--- src/rtl/clockhand_plotter.sv ---
// Clock-hand plotter: clears the 64x64 framebuffer, then draws the hour, minute,
// second and (optional) alarm hands as radial lines using an external sin/cos unit.
module clockhand_plotter #(
  parameter int HOUR_LEN  = 22,
  parameter int MIN_LEN   = 31,
  parameter int SEC_LEN   = 27,
  parameter int ALARM_LEN = 17,
  parameter int CENTER    = 32
) (
  input  logic        clk,
  input  logic        reset,
  input  logic        start,
  input  logic [8:0]  hour_angle,
  input  logic [8:0]  minute_angle,
  input  logic [8:0]  second_angle,
  input  logic [8:0]  alarm_angle,
  input  logic        alarm_en,
  output logic        cordic_start,
  output logic [15:0] cordic_angle,
  input  logic [15:0] cordic_sin,
  input  logic [15:0] cordic_cos,
  input  logic        cordic_done,
  output logic        clr_en,
  output logic [5:0]  clr_row,
  output logic        wr_en,
  output logic [5:0]  wr_x,
  output logic [5:0]  wr_y,
  output logic        busy,
  output logic        done
);
  typedef enum logic [2:0] {IDLE, CLEAR, REQ, WAIT, PLOT, NEXT, FIN} state_t;

  localparam logic signed [7:0] CTR = 8'(CENTER);
  localparam logic [1:0] H_SEC   = 2'd2;
  localparam logic [1:0] H_ALARM = 2'd3;

  state_t          state_q, state_d;
  logic [3:0][8:0] ang_q;
  logic            alarm_en_q;
  logic [1:0]      hand_q, hand_d;
  logic [5:0]      r_q, r_d, row_d, len_cur;
  logic [15:0]     sin_q, sin_d, cos_q, cos_d;
  logic            cordic_start_d, clr_en_d, wr_en_d, busy_d, done_d;
  logic [15:0]     cordic_angle_d;
  logic [5:0]      wr_x_d, wr_y_d;
  logic [15:0]     pix_sin, pix_cos;
  logic [5:0]      pix_r;

  // One axis of a pixel: centre +/- round(trig*r / 2^14), clamped to the screen.
  function automatic logic [5:0] axis(input logic [15:0] trig, input logic [5:0] r,
                                      input logic neg);
    logic signed [21:0] prod;
    logic signed [7:0]  off, pos;
    prod = $signed({{6{trig[15]}}, trig}) * $signed({16'd0, r});
    prod = prod + 22'sd8192;
    off  = prod[21:14];
    pos  = neg ? CTR - off : CTR + off;
    if (pos[7])        return 6'd0;
    if (pos > 8'sd63)  return 6'd63;
    return pos[5:0];
  endfunction

  always_comb begin
    case (hand_q)
      2'd0:    len_cur = 6'(HOUR_LEN);
      2'd1:    len_cur = 6'(MIN_LEN);
      2'd2:    len_cur = 6'(SEC_LEN);
      default: len_cur = 6'(ALARM_LEN);
    endcase
  end

  always_comb begin
    state_d        = state_q;
    hand_d         = hand_q;
    r_d            = r_q;
    row_d          = clr_row;
    sin_d          = sin_q;
    cos_d          = cos_q;
    cordic_start_d = 1'b0;
    cordic_angle_d = cordic_angle;
    clr_en_d       = 1'b0;
    wr_en_d        = 1'b0;
    pix_sin        = sin_q;
    pix_cos        = cos_q;
    pix_r          = r_q + 6'd1;
    case (state_q)
      IDLE: if (start) begin
        state_d  = CLEAR;
        row_d    = 6'd0;
        clr_en_d = 1'b1;
      end
      CLEAR: if (clr_row == 6'd63) begin
        state_d        = REQ;
        hand_d         = 2'd0;
        cordic_start_d = 1'b1;
        cordic_angle_d = {7'd0, ang_q[0]};
      end else begin
        row_d    = clr_row + 6'd1;
        clr_en_d = 1'b1;
      end
      REQ: state_d = WAIT;
      // First pixel is formed straight from the incoming result so the write
      // register holds r=1 on the first PLOT cycle.
      WAIT: if (cordic_done) begin
        sin_d   = cordic_sin;
        cos_d   = cordic_cos;
        r_d     = 6'd1;
        state_d = PLOT;
        wr_en_d = 1'b1;
        pix_sin = cordic_sin;
        pix_cos = cordic_cos;
        pix_r   = 6'd1;
      end
      PLOT: if (r_q == len_cur) begin
        state_d = NEXT;
      end else begin
        r_d     = r_q + 6'd1;
        wr_en_d = 1'b1;
      end
      NEXT: if (hand_q == H_ALARM || (hand_q == H_SEC && !alarm_en_q)) begin
        state_d = FIN;
      end else begin
        hand_d         = hand_q + 2'd1;
        state_d        = REQ;
        cordic_start_d = 1'b1;
        cordic_angle_d = {7'd0, ang_q[hand_d]};
      end
      FIN:     state_d = IDLE;
      default: state_d = IDLE;
    endcase
    busy_d = !(state_d inside {IDLE, FIN});
    done_d = (state_d == FIN);
  end

  always_comb begin
    wr_x_d = wr_x;
    wr_y_d = wr_y;
    if (wr_en_d) begin
      wr_x_d = axis(pix_sin, pix_r, 1'b0);
      wr_y_d = axis(pix_cos, pix_r, 1'b1);
    end
  end

  always_ff @(posedge clk or posedge reset) begin
    if (reset) begin
      state_q      <= IDLE;
      ang_q        <= '0;
      alarm_en_q   <= 1'b0;
      hand_q       <= 2'd0;
      r_q          <= 6'd0;
      sin_q        <= 16'd0;
      cos_q        <= 16'd0;
      cordic_start <= 1'b0;
      cordic_angle <= 16'd0;
      clr_en       <= 1'b0;
      clr_row      <= 6'd0;
      wr_en        <= 1'b0;
      wr_x         <= 6'd0;
      wr_y         <= 6'd0;
      busy         <= 1'b0;
      done         <= 1'b0;
    end else begin
      state_q      <= state_d;
      hand_q       <= hand_d;
      r_q          <= r_d;
      sin_q        <= sin_d;
      cos_q        <= cos_d;
      cordic_start <= cordic_start_d;
      cordic_angle <= cordic_angle_d;
      clr_en       <= clr_en_d;
      clr_row      <= row_d;
      wr_en        <= wr_en_d;
      wr_x         <= wr_x_d;
      wr_y         <= wr_y_d;
      busy         <= busy_d;
      done         <= done_d;
      if (state_q == IDLE && start) begin
        ang_q      <= {alarm_angle, second_angle, minute_angle, hour_angle};
        alarm_en_q <= alarm_en;
      end
    end
  end
endmodule

--- config.mk ---
export PLATFORM = sky130hd
export DESIGN_NAME = clockhand_plotter
export DESIGN_NICKNAME = d
export VERILOG_FILES = /design/src/rtl/clockhand_plotter.sv
export SDC_FILE = /design/constraint.sdc
export NUM_CORES = 1
export LEC_CHECK = 0
export ABC_AREA = 0
export ABC_CLOCK_PERIOD_IN_PS = 7000
export CAP_MARGIN = 10
export CORE_MARGIN = 2
export CORE_UTILIZATION = 38
export DETAILED_ROUTE_END_ITERATION = 10
export PLACE_DENSITY = 0.69
export SYNTH_ARGS = -nofsm -noshare
export SYNTH_HDL_FRONTEND = slang
export SYNTH_SLANG_ARGS = --single-unit
--- constraint.sdc ---
create_clock -name clk -period 7 [get_ports clk]
set_input_delay 1.4 -clock clk [delete_from_list [all_inputs] [get_ports clk]]
set_output_delay 1.4 -clock clk [all_outputs]
set_load 0.005 [all_outputs]
=== Word level (Yosys, flattened, before mapping) ===
Index checks and enable logic that the tools add are counted.

* Register bits after elaboration: 119
* Input port bits: 73
* Output and inout port bits: 39
* Logic and storage cells: 117

* $add $sub $neg: 7
* Multipliers: 2
* Order comparisons: 3
* Equality and inequality tests: 17
* Mux-type cells: 54
* Reductions and logical operators: 15

{| class="wikitable"
|+ Operators with widths
! kind !! number
|-
| 16-bit 2-to-1 mux || 6
|-
| 6-bit 2-to-1 mux || 14
|-
| 22-bit by 15-bit adder with 22-bit output (second input constant) || 2
|-
| 16-bit by 7-bit multiplier with 22-bit output || 2
|-
| 16-bit one-hot mux with 2 select lines || 1
|-
| 6-bit one-hot mux with 2 select lines || 2
|-
| 9-bit binary-select mux with 2-bit select || 1
|-
| 3-bit one-hot mux with 6 select lines || 1
|-
| 8-bit by 7-bit greater-than comparator with 1-bit output (second input constant) || 2
|-
| 1-bit 2-to-1 mux || 16
|-
| 3-bit 2-to-1 mux || 5
|-
| 6-bit by 1-bit adder with 6-bit output (second input constant) || 2
|-
| 2-bit != test (second input constant) || 6
|-
| 4-bit one-hot mux with 3 select lines || 1
|-
| 3-bit == test (second input constant) || 3
|-
| 9-bit 2-to-1 mux || 1
|-
| 3-bit AND reduction || 3
|-
| 7-bit by 8-bit adder with 8-bit output (first input constant) || 1
|-
| 2-bit nonzero test || 4
|-
| 7-bit by 8-bit subtractor with 8-bit output (first input constant) || 1
|-
| 3-bit by 2-bit == test with 1-bit output (second input constant) || 2
|-
| 6-bit == test || 1
|-
| 6-bit == test (second input constant) || 1
|-
| 3-bit logical NOT || 2
|-
| other kinds (12) || 18
|}

=== Logic depth before layout (Yosys ltp) ===
* Depth in word-level cells: 12
* Depth in mapped cells: 33
* Mapped depth without buffers: 31

=== Worst setup path after synthesis ===
No wires, ideal clock.

* Kind: in2reg
* From: input cordic_done
* To: register wr_x[3]
* Library setup time: 0.094 ns
* Arrival time: 7.460 ns
* Data required time: 6.906 ns
* Slack: -0.554 ns
* Cell stages on the path: 29
* Buffers on the path: 3
* Path through: nand4b_1 -> clkbuf_1 -> clkbuf_1 -> clkbuf_1 -> and3_1 -> fa_1 -> fa_1 -> fa_1 -> inv_1 -> fa_1 -> inv_1 -> ha_1 -> a21o_1 -> a21o_1 -> a21oi_1 -> o21ai_0 -> a31o_2 -> a221o_1 -> and2_1 -> o21a_1 -> nor2_1 -> xnor2_1 -> ha_1 -> xnor2_1 -> xnor2_1 -> xnor2_1 -> xnor2_1 -> and2_1 -> a211oi_1

* Longest elaborated chain between the ends: 11
* Elaborated cells between the ends (all ways): 18
* Those cells by class: add/sub: 2; mul: 1; order compare: 1; mux: 14

{| class="wikitable"
|+ Ends and longest elaborated chain
! element !! line !! text
|-
| start, declared || 22 || <nowiki>input logic cordic_done,</nowiki>
|-
| 16-bit 2-to-1 mux or 6-bit 2-to-1 mux (tied branches) (2 in a row) || n/a ||
|-
| 16-bit by 7-bit multiplier with 22-bit output || 54 || <nowiki>prod = $signed({{6{trig[15]}}, trig}) * $signed({16'd0, r});</nowiki>
|-
| 22-bit by 15-bit adder with 22-bit output || 55 || <nowiki>prod = prod + 22'sd8192;</nowiki>
|-
| 7-bit by 8-bit adder with 8-bit output || 57 || <nowiki>pos = neg ? CTR - off : CTR + off;</nowiki>
|-
| 8-bit by 7-bit greater-than comparator with 1-bit output || 59 || <nowiki>if (pos > 8'sd63) return 6'd63;</nowiki>
|-
| 1-bit 2-to-1 mux (2 in a row) || 59 ||
|-
| 1-bit 2-to-1 mux || 138 || <nowiki>if (wr_en_d) begin</nowiki>
|-
| 6-bit 2-to-1 mux || 60 || <nowiki>return pos[5:0];</nowiki>
|-
| 6-bit 2-to-1 mux || 59 ||
|-
| end signal, assigned || 173 || <nowiki>wr_x <= wr_x_d;</nowiki>
|-
| end, declared || 26 || <nowiki>output logic [5:0] wr_x,</nowiki>
|}

Several ways; a longest one is shown, not always the timed one. The select of a mux whose other input is x is not followed.
A chain may end at the register's enable or synchronous reset.

=== Final worst setup path ===
* From: input cordic_done
* To: register wr_y[5]

* Longest elaborated chain between the ends: 11
* Elaborated cells between the ends (all ways): 18
* Those cells by class: add/sub: 2; mul: 1; order compare: 1; mux: 14

{| class="wikitable"
|+ Ends and longest elaborated chain
! element !! line !! text
|-
| 16-bit 2-to-1 mux or 6-bit 2-to-1 mux (tied branches) || n/a ||
|-
| 16-bit 2-to-1 mux or 6-bit 2-to-1 mux (tied branches) || 86 || <nowiki>case (state_q)</nowiki>
|-
| 16-bit by 7-bit multiplier with 22-bit output || 54 ||
|-
| 22-bit by 15-bit adder with 22-bit output || 55 ||
|-
| 7-bit by 8-bit subtractor with 8-bit output || 57 ||
|-
| 8-bit by 7-bit greater-than comparator with 1-bit output || 59 ||
|-
| 1-bit 2-to-1 mux (2 in a row) || 59 ||
|-
| 1-bit 2-to-1 mux || 138 ||
|-
| 6-bit 2-to-1 mux || 60 ||
|-
| 6-bit 2-to-1 mux || 59 ||
|-
| end signal, assigned || 174 || <nowiki>wr_y <= wr_y_d;</nowiki>
|-
| end, declared || 27 || <nowiki>output logic [5:0] wr_y,</nowiki>
|}

Several ways; a longest one is shown, not always the timed one. The select of a mux whose other input is x is not followed.

==> insert_results.sql <==
INSERT INTO impl_metrics (metric_group, metric, value, unit) VALUES
('finish', 'regArea', '2800', 'µm²'),
('timing', 'hold_slack_final', '0.486', 'ns'),
('grt', 'globalRouteMet3Util', '4.43', '%'),
('floorplan', 'core', '29600', 'µm²'),
('timing', 'final_period_minus_worst_setup_slack', '6.92', 'ns'),
('finish', 'multi_input_area', '8160', 'µm²'),
('drt', 'detail_route.wirelength', '28900', 'µm'),
('grt', 'gr-usage-all-layers', '18.9', '%'),
('grt', 'globalRouteMet1Util', '24.7', '%'),
('drt', 'detailedRoute.firstPassIterationCount', '6', ''),
('status', 'outcome', 'completed', ''),
('floorplan', 'num_io_pins', '112', ''),
('logic_synthesis', 'yosysUniqueCellTypes', '64', ''),
('clock_network', 'cts-hold-fix-buffers', '0', ''),
('finish', 'num-fill-cells', '2717', ''),
('grt', 'grt_pass1_wl', '47200', 'µm'),
('pwr', 'internal-power', '4.21', 'mW'),
('finish', 'num_antenna_cells', '0', ''),
('floorplan', 'die_area', '31600', 'µm²'),
('floorplan', 'initial_core_util', '38.7', '%'),
('pwr', 'power.clock.fraction', '6.9', '%'),
('grt', 'grt_busiest_layer', 'met2', ''),
('timing', 'setup_violations', '0', ''),
('logic_synthesis', 'syn_avg_cell_area', '9.28', 'µm²'),
('pwr', 'cellLeakagePower', '7.89', 'nW'),
('finish', 'flow.area_growth_from_synthesis', '31.2', '%'),
('clock_network', 'htree_num_levels', '3', ''),
('grt', 'grt_overflow', '0', ''),
('setup_path', 'critPathTopFamily', 'adder cells', ''),
('grt', 'grtUsageMet2', '32.2', '%'),
('logic_synthesis', 'yosys-top-cells-area', 'dfrtp_1, fa_1, ha_1, inv_1, nor2_1', ''),
('setup_path', 'cpMaxStageDelayCell', 'fa_1', ''),
('logic_synthesis', 'synth.yosys.seq_area_share', '24.5', '%'),
('logic_synthesis', 'postSynthRegisterBits', '112', ''),
('timing', 'unrepaired_setup_endpoints_after_global_routing', 'true', ''),
('drt', 'via_count', '9225', ''),
('logic_synthesis', 'number_of_enable_type_register_cells_in_the_synthesized_netlist', '0', ''),
('pwr', 'pwr-share-seq', '14.4', '%'),
('setup_path', 'max_stage_delay', '0.49', 'ns'),
('pwr', 'power.density_cell_area', '530', 'nW/µm²'),
('setup_path', 'critical_path_buf_inv_count', '8', ''),
('pwr', 'fin_total_pwr', '7.97', 'mW'),
('finish', 'final_layout_size_suffix_gt1_share', '22.8', '%'),
('clock_network', 'tritoncts', 'yes', ''),
('setup_path', 'worstPathArrival', '7.17', 'ns'),
('setup_path', 'worstSetupPathType', 'in -> reg', ''),
('pwr', 'switching_share', '47.2', '%'),
('timing', 'worst_slack', '0.0834', 'ns'),
('logic_synthesis', 'synth_warnings', '0', ''),
('grt', 'grt_antenna_before_repair', '1', ''),
('logic_synthesis', 'netlist_instances', '1234', ''),
('finish', 'postLayoutCoreUtil', '50.7', '%'),
('clock_network', 'cts_made_buffers', '9', ''),
('drt', 'wl_per_cell', '15.4', 'µm'),
('placed_design', 'routability_cong', '0.901', ''),
('clock_network', 'clock_edge_transition_at_the_registers_on_the_reported_setup_and_hold_paths', '0.08', 'ns'),
('setup_path', 'critPathLaunchType', 'input pin', ''),
('drt', 'post-route-drc-count', '0', ''),
('pwr', 'netSwitchingPower', '3.76', 'mW'),
('drt', 'post_drt_via_cell_ratio', '4.93', ''),
('setup_path', 'reg_to_reg_setup_timing_slack', '0.24', 'ns'),
('timing', 'totalNegativeSetupSlack', '0', 'ns'),
('timing', 'hold_viol_final', '0', ''),
('setup_path', 'worst_r2r_path_depth', '23', ''),
('drt', 'final_antenna_net_count', '0', ''),
('placed_design', 'number_of_port_buffers', '104', ''),
('logic_synthesis', 'synth_top_cell_area_share', '24.5', '%'),
('placed_design', 'post-place-ws', '-0.766', 'ns'),
('logic_synthesis', 'synthArstFlopShare', '100', '%'),
('drt', 'drt_first_iter_violations', '461', ''),
('hold_path', 'hold-path-cell-count', '2', '');
[logic make-up (layout without fill, tap and decap cells)]
logic type,after synthesis,in the layout,synth area share [%]
buffers and inverters,268,510,9.07
muxes,47,47,4.51
adders and majority gates,248,248,35.6
DFF,112,112,24.5
and+or+nand+nor,372,372,14.4
xor gates and xnor gates,43,43,3.71
other,1,7,0.0327
AOI/OAI and AO/OA,143,143,8.23
[synth_stat cells (18+ instances only)]
cell	n
inv_1	217
nor2_1	167
fa_1	130
ha_1	118
dfrtp_1	112
nand2_1	105
clkbuf_1	37
mux2_2	36
o21ai_0	36
and3_1	28
a21oi_1	27
nand3_1	25
a21boi_0	23
xnor2_1	20
xor2_1	18
[state kept, by name, indices dropped and copies added (netlist names)]
name and cells:
wr_en 1, sin_q 16, cordic_angle 9, done 1, clr_en 1, ang_q 36, hand_q 2, clr_row 6
wr_y 6, cordic_start 1, wr_x 6, state_q 3, cos_q 16, alarm_en_q 1, busy 1, r_q 6
[final timing paths]
path / to / from
min: wr_y[1] / wr_y[1]
max: wr_y[5] / cordic_done
min reg2reg: wr_y[1] / wr_y[1]
max in group asynchronous: sin_q[3] / reset
min in group asynchronous: wr_x[5] / reset
max reg2reg: wr_y[5] / r_q[2]
[repair_timing]
| item | 4_1_cts | 5_1_grt |
|---|---|---|
| cloned | 2 | 2 |
| setup buffers | 6 | 9 |
| gates resized for setup | 36 | 92 |
| setup endpoints to repair | 12 | 12 |
| pin swaps | 32 | 71 |
| endpoints found under the hold margin | 0 | 0 |
[power by group through the flow]
stage	Sequential [mW]	Combinational, mW	Clock (mW)
3_3_place_gp	1.13	5.55	0
4_1_cts	1.13	5.85	0.560
5_1_grt	1.18	7.07	0.581
2_1_floorplan	1.06	3.66	0
6_report	1.15	6.28	0.546
3_5_place_dp	1.13	5.71	0
[area by class of cell]
cell class | count | area share, %
Clock buffer | 9 | 1.50
Inverter | 218 | 5.46
Tap cell | 390 | 3.25
Sequential cell | 112 | 18.6
Clock inverter | 7 | 0.533
Timing Repair Buffer | 276 | 16.3
Multi-Input combinational cell | 860 | 54.3
[layer usage]
metal  part of all wire [%]  vias to the layer above
li1                       -                     4389
met1                     43                     4577
met2                     49                      235
met3                    6.8                       22
met4                    1.2                        2
met5                  0.045                        -
[placed cells by master (no fill, tap or decap), drive strengths merged, types with 28 or more instances in the layout]
cell	count
inv	221
and3	28
o21ai	44
clkdlybuf4s50	103
mux2	37
buf	171
ha	118
dfrtp	112
fa	130
nor2	167
a21oi	28
nand2	105
[tightest hold or removal path, delay by kind of cell, from the launching register on]
family | cells | cell delay [ns]
and+or+nand+nor | 1 | 0.06
DFF | 1 | 0.35
AOI/OAI and AO/OA | 1 | 0.05
Power figures use the tool's default switching activity.
==> patch 1 (same settings) <==
The output `done` loses its register stage (`done` becomes a continuous assignment).
--- a/src/rtl/clockhand_plotter.sv
+++ b/src/rtl/clockhand_plotter.sv
@@ -158,7 +158,6 @@
       wr_x         <= 6'd0;
       wr_y         <= 6'd0;
       busy         <= 1'b0;
-      done         <= 1'b0;
     end else begin
       state_q      <= state_d;
       hand_q       <= hand_d;
@@ -173,12 +172,13 @@
       wr_x         <= wr_x_d;
       wr_y         <= wr_y_d;
       busy         <= busy_d;
-      done         <= done_d;
       if (state_q == IDLE && start) begin
         ang_q      <= {alarm_angle, second_angle, minute_angle, hour_angle};
         alarm_en_q <= alarm_en;
       end
     end
   end
+
+  assign done = done_d;
 endmodule
 
Check against the original RTL: no difference found for any inputs over 10 cycles, from zero or initial values and one cycle with reset high; that may be too few to reach the edited logic, so the function may still have changed.
==> patch 1 against the unedited design <==
- synthesized cell count about the same
- area after synthesis down 0.22%
- total power down 3.4%
- worst setup slack worse by 0.029 ns
- core utilization down 1.0 points
- sequential share of layout area up 0.21 points
- final area down 2.0%
- wire length up 0.27%
- sequential cell count down 1
- largest cell class unchanged
==> patch 1: results (changes against the unedited design) <==
- Status: completed
- Main flop type after synthesis: dfrtp_1
- First-pass GRT wire length: 47750 um (+1.2%)
- FF-to-FF path depth: 27 (+17%)
- Clock Tree Root: clkbuf_16
- Worst slew pin tran: 1.149 ns (-0.05076 ns)
- Worst-skew pair later-pin latency: 0.37 ns
- Critical Path Fanout Max: 7 (-1)
- Routed wl met3: 2208 um (+12%)
- Register area share after synthesis: 24.30% (-0.17 points)
- Iteration-0 DRC Markers: 458 (-0.65%)
- Met3 global-route usage: 5.013% (+0.58 points)
- Clock skew: 0.01204 ns (+0.0006303 ns)
- Async SR Flop Fraction: 100.0% (unchanged)
- Drt pass-1 iters: 5 (-1)
- Vias in the first global route: 9684 (-0.072%)
- Mapped Cells: 1233 (-0.081%)
- Post-Route M1 WL: 12440 um (+0.35%)
- Clk slew on worst S/H paths: 0.09 ns
- Static Leak: 7.870 nW (-0.28%)
- Pre-CTS WS: -0.8379 ns (-0.07243 ns)
- Final nets: 1787 (-0.61%)
- Data required, critical path: 7.29 ns (+0.03 ns)
- Top post-synthesis cells by area: dfrtp_1 (24%), fa_1 (23%), ha_1 (13%)
- CP top delay family: adder cells
- Mux contribution to synthesized area: 4.520% (+0.0099 points)
- XOR/XNOR Fraction of Synth Area: 3.721% (+0.0081 points)
- Count of cell types in the netlist: 64 (unchanged)
- Placed Area: 0.01401 sq mm (-0.14%)
- Average wire per standard cell: 15.57 um (+0.86%)
- Metal2 WL: 13730 um (-3.0%)
- Most common cell in the netlist: inv_1
- Max Used Layer: met5
- Layout cells sized above 1: 20.46% (-2.3 points)
- Buffers on Ports: 104 (unchanged)
- Initial antenna violation count: 1 (unchanged)
- Area share of fa/ha/maj cells after synthesis: 35.68% (+0.078 points)
- # fillers: 2731 (+0.52%)
- CTS max path bufs: 2 (unchanged)
- Num CTS Buffers: 9 (unchanged)
- Largest stage delay on the critical path: 0.55 ns (+0.06 ns)
- Overall routing resource usage: 19.16% (+0.22 points)
- Slowest cell on crit path: fa_1
- Final Instance Count excl. Fillers: 1861 (-0.59%)
- Hold path depth: 2 (unchanged)
- GR Layer Usage met1: 25.03% (+0.30 points)
- Peak VDD IR: 0.3151 mV (-18%)
- Final HPWL DP: 22630 um (+0.35%)
- GP Congestion: 0.8820 (-2.1%)
- Synth warn: 0 (unchanged)
- Largest net degree at the start of global routing: 60 (+1.7%)
- Area fraction in compound gates after synthesis: 8.252% (+0.018 points)
- Post-synth top cells: inv_1 (217), nor2_1 (167), fa_1 (130)
- Via count: 9194 (-0.34%)
- Grt met2 use: 31.82% (-0.34 points)
==> patch 1: cell families after synthesis <==
| kind of cell | count (synthesis) |
|---|---|
| xor gates and xnor gates | 43 |
| and+or+nand+nor | 372 |
| AOI/OAI and AO/OA | 143 |
| muxes | 47 |
| other | 1 |
| adders and majority gates | 248 |
| DFF | 111 |
| buffers and inverters | 268 |
==> patch 1: tightest hold or removal path, stage by stage, from the launching register on <==
cell     delay, ns
dfrtp_1       0.34
nand2_1       0.05
o21ai_1       0.06
==> patch 1: what timing repair did <==
| item | 4_1_cts | 5_1_grt |
|---|---|---|
| resized for setup | 25 | 55 |
| endpoints found under the setup margin | 12 | 12 |
| gates cloned | 2 | 2 |
| setup buffers | 3 | 1 |
| pin swaps | 23 | 40 |
==> patch 1: power by group <==
| group | total, mW | internal [mW] | switching [mW] |
|---|---|---|---|
| Combinational | 6.00 | 2.91 | 3.09 |
| Clock | 0.571 | 0.266 | 0.305 |
| Sequential | 1.13 | 0.919 | 0.208 |
==> patch 1: area by class of cell <==
type	count	area, sq um	share of cell area [%]
Multi-Input combinational cell	860	7925	53.79
Sequential cell	111	2778	18.85
Timing Repair Buffer	266	2399	16.28
Inverter	218	820.8	5.571
Tap cell	390	488.0	3.312
Clock buffer	9	225.2	1.529
Clock inverter	7	98.84	0.6709
==> patch 1: worst paths after layout <==
kind	startpoint	to	slack, ns
worst min register to register	wr_y[1]	wr_y[1]	0.49
worst max register to register	r_q[1]	wr_x[5]	0.16
worst max-delay path	cordic_done	wr_x[5]	0.05
max in group asynchronous	reset	ang_q[11]	4.23
worst min-delay path	wr_y[1]	wr_y[1]	0.49
min in group asynchronous	reset	wr_x[3]	1.50
==> patch 2 (same settings) <==
Made on the original files. The parameter `MIN_LEN` goes from 31 to 23.
--- a/src/rtl/clockhand_plotter.sv
+++ b/src/rtl/clockhand_plotter.sv
@@ -2,7 +2,7 @@
 // second and (optional) alarm hands as radial lines using an external sin/cos unit.
 module clockhand_plotter #(
   parameter int HOUR_LEN  = 22,
-  parameter int MIN_LEN   = 31,
+  parameter int MIN_LEN   = 23,
   parameter int SEC_LEN   = 27,
   parameter int ALARM_LEN = 17,
   parameter int CENTER    = 32
Check against the original RTL: same outputs for any inputs over 10 cycles, from zero or initial values and one cycle with reset high; that may be too few to reach the edited logic, so the function may still have changed.
==> patch 2 against the unedited design <==
- wire length decreased by 0.79%
- area after synthesis increased by 0.11%
- register-to-register slack improved by 0.20 ns
- final area decreased by 3.5%
- combinational power decreased by 1%
- sequential cell count unchanged
- die area increased by 0.11%
- core utilization decreased by 1.9 points
- worst setup slack improved by 0.20 ns
- first-iteration DRC count increased by 30%
- total power decreased by 1.1%
- largest power group unchanged
==> patch 2: results (changes against the unedited design) <==
- Max_slew headroom: 43.46% (+24 points)
- Internal: 4.096 mW (-2.7%)
- CTS resizes: 17 (-53%)
- Drt pass-1 iters: 5 (-1)
- Postcts setup bufs: 3 (-3)
- Area share of fa/ha/maj cells after synthesis: 35.67% (+0.070 points)
- Met3 global-route usage: 5.613% (+1.2 points)
- First-pass GRT wire length: 47660 um (+0.97%)
- Final nets: 1782 (-0.89%)
- Syn_area_per_cell: 9.227 sq um (-0.62%)
- Status: completed
- Top post-synthesis cells by area: dfrtp_1 (24%), fa_1 (23%), ha_1 (13%)
- Placed Area: 0.01390 sq mm (-0.94%)
- Grt met2 use: 31.48% (-0.68 points)
- HP Start: wr_y[4]
- Critical Path AT: 7.01 ns (-0.16 ns)
- Pre-CTS WS: -0.6719 ns (+0.09365 ns)
- XOR/XNOR Fraction of Synth Area: 3.338% (-0.37 points)
- Worst reg-to-reg setup slack: 0.44 ns (+0.20 ns)
- Static Leak: 7.709 nW (-2.3%)
- Hold path endpoint: wr_y[4]
- Metal2 WL: 13560 um (-4.2%)
- Vias in the first global route: 9827 (+1.4%)
- # fillers: 2744 (+0.99%)
- Layout cells sized above 1: 17.54% (-5.3 points)
- FF-to-FF Start: r_q[1]
patch 2: cell types whose count changed after synthesis, moves of 4 or more:
cell	delta
nor2_1	-10
o21ai_1	-8
a21oi_1	+5
o31ai_1	+6
nor3_1	+5
and2_1	-4
a21o_1	-7
nand2_1	+14
patch 2: final cells by class:
type | count | area share, %
Multi-Input combinational cell | 870 | 54.43
Timing Repair Buffer | 248 | 15.06
Inverter | 219 | 5.682
Clock buffer | 9 | 1.552
Tap cell | 390 | 3.363
Sequential cell | 112 | 19.31
Clock inverter | 7 | 0.5949
patch 2: tightest hold or removal path, cell delays in order (launching register included):
cell	delay, ns
dfrtp_1	0.35
nand2_1	0.05
o31ai_1	0.06
patch 2: power groups by stage:
stage                     registers [mW]  clock network [mW]  logic [mW]
final                               1.12               0.569        6.19
after global routing                1.16               0.605        7.03
after CTS                           1.12               0.586        5.97
after detailed placement            1.12                   0        5.87
after global placement              1.12                   0        5.71
after floorplan                     1.06                   0        3.80
